### src/rtl/sequence_generator.sv
// rtl/sequence_generator.sv - serial frame transmitter: 1,0,1 header, MSB-first payload, zero gap
module sequence_generator #(
    parameter int DATA_W   = 8,
    parameter int GAP_BITS = 2
) (
    input  logic              clk,
    input  logic              rst,
    input  logic              bit_tick,
    input  logic [DATA_W-1:0] din,
    input  logic              din_valid,
    output logic              din_ready,
    output logic              x_out,
    output logic              tx_busy,
    output logic              frame_done
);

    localparam int FRAME_LEN = 3 + DATA_W + GAP_BITS;
    localparam int CNT_W     = $clog2(FRAME_LEN + 1);

    localparam logic [CNT_W-1:0] SYNC_LAST = CNT_W'(2);
    localparam logic [CNT_W-1:0] DATA_LAST = CNT_W'(DATA_W - 1);
    localparam logic [CNT_W-1:0] GAP_LAST  = CNT_W'(GAP_BITS);
    localparam logic [CNT_W-1:0] CNT_ONE   = CNT_W'(1);

    typedef enum logic [1:0] {
        IDLE,
        SYNC,
        DATA,
        GAP
    } state_t;

    state_t            state;
    state_t            state_n;
    logic [CNT_W-1:0]  cnt;
    logic [CNT_W-1:0]  cnt_n;
    logic [DATA_W-1:0] shreg;
    logic [DATA_W-1:0] shreg_n;
    logic              x_n;
    logic              done_n;

    always_ff @(posedge clk or posedge rst) begin
        if (rst) begin
            state      <= IDLE;
            cnt        <= '0;
            shreg      <= '0;
            x_out      <= 1'b0;
            frame_done <= 1'b0;
        end else begin
            state      <= state_n;
            cnt        <= cnt_n;
            shreg      <= shreg_n;
            x_out      <= x_n;
            frame_done <= done_n;
        end
    end

    // The accept edge never consumes a tick; bit 0 goes out on the first tick after it.
    always_comb begin
        state_n = state;
        cnt_n   = cnt;
        shreg_n = shreg;
        x_n     = x_out;
        done_n  = 1'b0;
        case (state)
            IDLE: begin
                x_n = 1'b0;
                if (din_valid) begin
                    state_n = SYNC;
                    shreg_n = din;
                    cnt_n   = '0;
                end
            end
            SYNC: begin
                if (bit_tick) begin
                    x_n = (cnt != CNT_ONE);
                    if (cnt == SYNC_LAST) begin
                        state_n = DATA;
                        cnt_n   = '0;
                    end else begin
                        cnt_n = cnt + CNT_ONE;
                    end
                end
            end
            DATA: begin
                if (bit_tick) begin
                    x_n     = shreg[DATA_W-1];
                    shreg_n = shreg << 1;
                    if (cnt == DATA_LAST) begin
                        state_n = GAP;
                        cnt_n   = '0;
                    end else begin
                        cnt_n = cnt + CNT_ONE;
                    end
                end
            end
            GAP: begin
                // GAP_BITS zero bits, then one more tick to return to IDLE.
                if (bit_tick) begin
                    x_n = 1'b0;
                    if (cnt == GAP_LAST) begin
                        state_n = IDLE;
                        cnt_n   = '0;
                        done_n  = 1'b1;
                    end else begin
                        cnt_n = cnt + CNT_ONE;
                    end
                end
            end
            default: begin
                state_n = IDLE;
                cnt_n   = '0;
                x_n     = 1'b0;
            end
        endcase
    end

    assign din_ready = (state == IDLE);
    assign tx_busy   = (state != IDLE);

endmodule

### config.mk
export PLATFORM = sky130hd
export DESIGN_NAME = sequence_generator
export DESIGN_NICKNAME = d
export VERILOG_FILES = /design/src/rtl/sequence_generator.sv
export SDC_FILE = /design/constraint.sdc
export NUM_CORES = 1
export LEC_CHECK = 0
export ABC_CLOCK_PERIOD_IN_PS = 1800
export BUFFER_PORTS_ARGS = -buffer_cell sky130_fd_sc_hd__buf_2
export CAP_MARGIN = 10
export CORE_UTILIZATION = 49
export CTS_CLUSTER_DIAMETER = 150
export DETAILED_ROUTE_END_ITERATION = 8
export PLACE_DENSITY = 0.74
export SLEW_MARGIN = 20
export SYNTH_ARGS = -nofsm -noshare
export SYNTH_HDL_FRONTEND = slang
export SYNTH_SLANG_ARGS = --single-unit
### constraint.sdc
create_clock -name clk -period 1.8 [get_ports clk]
set_input_delay 0.18 -clock clk [delete_from_list [all_inputs] [get_ports clk]]
set_output_delay 0.18 -clock clk [all_outputs]
set_load 0.01 [all_outputs]
Word-level counts from Yosys, hierarchy flattened
Index checks and enable logic that the tools add are counted.

operators by class
  $add $sub $neg = 1
  eq/ne operators = 14
  multiplexer cells = 24
  reduce and logical (&&, ||, !) cells = 8

operators by type and width
  kind                                                                      number
  4-bit two-way mux                                                         5
  8-bit two-way mux                                                         2
  8-bit case mux with 2 select lines                                        1
  2-bit two-way mux                                                         7
  2-bit inequality test (second input constant)                             7
  4-bit case mux with 3 select lines                                        1
  3-bit AND reduction                                                       3
  2-bit case mux with 4 select lines                                        1
  7-bit AND reduction                                                       1
  1-bit two-way mux                                                         6
  4-bit by 1-bit adder with 4-bit output (second input constant)            1
  2-bit == test (second input constant)                                     2
  4-bit by 2-bit == test with 1-bit output (second input constant)          1
  4-bit by 3-bit == test with 1-bit output (second input constant)          1
  4-bit by 1-bit inequality test with 1-bit output (second input constant)  1
  1-bit case mux with 4 select lines                                        1
  2-bit nonzero test                                                        2
  2-bit by 1-bit == test with 1-bit output (second input constant)          1
  2-bit zero test                                                           1
  2-bit by 1-bit inequality test with 1-bit output (second input constant)  1
  2-bit OR reduction                                                        1

storage, ports and cells
  flip-flop bits (word level) = 16
  input port bits = 12
  output and inout port bits = 4

Logic depth before layout (Yosys ltp)
  word-level depth = 4
  mapped depth = 7
  depth with buffers taken out = 6

Least setup slack after synthesis
OpenSTA, ideal clock, no wires.

  kind = register -> register
  from = register cnt[0]
  to = register state[0]
  arrival time = 1.625 ns
  path slack = 0.048 ns
  cell stages (with the launch flop) = 7
  buffers on the path = 0
  cell sequence = dfrtp_1 > inv_1 > ha_1 > or3b_4 > a22oi_4 > nand2b_2 > mux2_1

between the ends
  longest elaborated chain between the ends = 3
  elaborated cells on any way between the ends = 6
  classes of those cells = eq/ne (5); reduce/logical (1)

RTL lines
  item                                                                                                         RTL line     text
  start: declaration                                                                                           34           logic [CNT_W-1:0] cnt;
  start signal: assignment                                                                                     50           cnt <= cnt_n;
  4-bit by 2-bit == test with 1-bit output / 4-bit by 3-bit == test with 1-bit output (equally long branches)  76, 100, 88
  2-bit inequality test (no line)                                                                              n/a
  7-bit AND reduction (no line) (*)                                                                            n/a
  end signal: assignment                                                                                       49           state <= state_n;
  end: declaration                                                                                             32           state_t state;

Mark *: on every way between the ends. The rest lies on a longest branch, timed or not.
A chain may end at the register's enable or synchronous reset.

Final worst setup path
Ends and elaborated chain as after synthesis.

==> metrics.cfg <==
[worst_setup_path]
crit_chain = inv_1 -> ha_2 -> or3b_4 -> a22oi_4 -> nand2b_4 -> mux2_1
critPathMaxStageDelay_ns = 0.41
cp_max_fo = 4
cp.arrival_ns = 1.96
endpoint_kind = register
cp.required_ns = 1.97
critPathBufInv = 1
crit_family = simple AND/OR/NAND/NOR gates
slowest_stage = or3b_4
crit_type = reg2reg
critPathLaunchType = register

[routing]
routedWlPerCell_um = 12.1
wl_mm = 1.84
drt-initial-drc-count = 19
antenna_left = 0
route.detailed.drc = 0
drtPass1Iterations = 4
vias = 801
avgViaCountPerCell = 5.27

[cts]
cts_root_buf = clkbuf_4
cts_tree = built
cts_max_level = 1
numCtsBuffers = 3
cts_sinks = 16
clkSlewWorstSetupHoldPaths_ns = 0.10
cts_buffer_depth = 2
insertion_delay_ns = 0.28

[power]
power.share.switching_pct = 40.7
combinationalPowerShare_pct = 60.2
p_seq_share_pct = 28.5
p_sw_w = 0.000852
leakage_nw = 0.595
clockPowerShare_pct = 11.3
power_density_nw_per_um2 = 1740
peakVddDrop_mv = 1.09
internal_power_w = 0.00124

[layout]
areaGrowthSynthToFinish_pct = 26.0
final_area_um2 = 1200
drive_above_1_share_pct = 32.3
final_cell_mix = 16 x dfrtp_1, 15 x nand2_1, 15 x buf_2, 11 x o21ai_0, 9 x buf_4
antenna_cells = 0
final_common_cell = dfrtp_1
fin_nets = 148

[logic_synthesis]
synth_area_per_cell_um2 = 9.66
yosysSeqAreaShare_pct = 41.9
ys_seq_elements = 16
synth_warnings = 0
ys_async_sr_fraction_pct = 100
yosysUniqueCellTypes = 31
yosys_most_used_dff = dfrtp_1
synth_edf_count = 0
synthesis.area_um2 = 956
yosysTopAreaCell = dfrtp_1
synth_area_leaders = dfrtp_1 42%, ha_1 10%, mux2i_1 7.3%, nand2_1 5.9%, o21ai_0 5.8%
synth_top_area_share_pct = 41.9
syn_nets = 119
syn-instance-count = 99

[run]
max_cap_violations = 0

[placed_design]
gp_congestion = 0.877
port-buffer-count = 15
place_hpwl_mm = 1.35
place_area_um2 = 1130
dpl_worst_slack_ns = 0.0315

[grt]
gr-usage-all-layers_pct = 19.3
antenna_found_initial = 0
grt_pass1_wl_mm = 2.95
gr-total-overflow = 0
grt_pass1_vias = 722
grt_max_degree = 17

[floorplan]
core_um2 = 1780
die_w_um = 46.2
num_rows = 15
initial_utilization_pct = 53.6
die_area_um2 = 2130
io-pin-count = 16
die-height_um = 46.2

[timing]
min_period_ns = 1.78
min_period_over_period_pct = 99.1
finalSetupViolations = 0
tightest_slew_ns = 0.607
drv_slew = 0
finClkSkew_ns = 0.00210
relSlewSlack_pct = 59.5
max_freq_mhz = 560
hold_viol_final = 0
setup_slack_ns = 0.0157
hold_ws_ns = 0.181

[hold_path]
hold_class = in2reg

[outcome]
status = finished clean

[sequential cells by signal (all words and copies together) (netlist names)]
| register | cells |
|---|---|
| cnt | 4 |
| frame_done | 1 |
| shreg | 8 |
| state | 2 |
| x_out | 1 |
[synthesized netlist by cell type (2+ instances only)]
cell type  number
nor3_1          4
or2_2           2
inv_1           7
mux2_1          2
a21oi_1         2
mux2i_1         7
ha_1            8
dfrtp_1        16
nor2_1          5
nand2_1        15
o21ai_0        11
[stage by stage]
step                      TNS, ns  power (W)  instances  util (%)
after floorplan                 0    0.00138         99         -
after global placement          0    0.00173        145      63.2
after detailed placement        0    0.00177        145      63.2
after CTS                       0    0.00201        150      65.8
after global routing      -0.0640    0.00227        152      67.6
final                           0    0.00210        152      67.6
[power groups by stage]
stage                     registers (W)  clock network (W)  logic (W)
after global placement         0.000592                  0    0.00114
after detailed placement       0.000599                  0    0.00117
after floorplan                0.000597                  0   0.000787
after global routing           0.000611           0.000261    0.00140
final                          0.000596           0.000238    0.00126
after CTS                      0.000592           0.000246    0.00118
[cell type report]
type,count,area [µm²]
inverter,7,26.3
tap,25,31.3
timing repair buffer,26,173
multi-input combinational,74,538
sequential,16,400
clock buffer,4,36.3
fill,144,578
[repair_timing]
action / in CTS / in global routing
gates resized for setup: 0 / 6
hold buffers: 1 / 0
setup buffers: 0 / 2
endpoints found under the hold margin: 16 / 0
setup endpoints to repair: 0 / 5
[cells by family (layout without fill, tap and decap cells)]
kind of cell,after synthesis,in the layout,share of synthesized area (%)
simple gates,35,35,18.3
compound gates,22,22,16.0
fa+ha+maj,8,8,10.5
flops,16,16,41.9
buf+inv,9,37,3.66
mux,9,9,9.69
[path summary, 6_finish.rpt]
path	from	endpoint	slack (ns)	depth (start not counted)
hold / removal	din[3]	shreg[3]	0.18	3
max in group asynchronous	rst	shreg[3]	0.91	3
hold reg to reg	x_out	x_out	0.48	2
min in group asynchronous	rst	frame_done	0.49	3
setup / recovery	cnt[0]	state[0]	0.02	6
setup reg to reg	cnt[0]	state[0]	0.02	6
[worst min-delay path: cells and delay by family]
family          cells  cell delay (ns)
compound gates      1             0.13
buf+inv             1             0.07
mux                 1             0.05
[layer usage]
metal / part of all wire [%] / track usage [%]
met1: 51 / 26.3
met2: 46 / 31.3
met3: 2.7 / 2.35
met4: 0.54 / 7.06
met5: 0 / 0
Note: power is estimated with default switching activity, not from simulation.
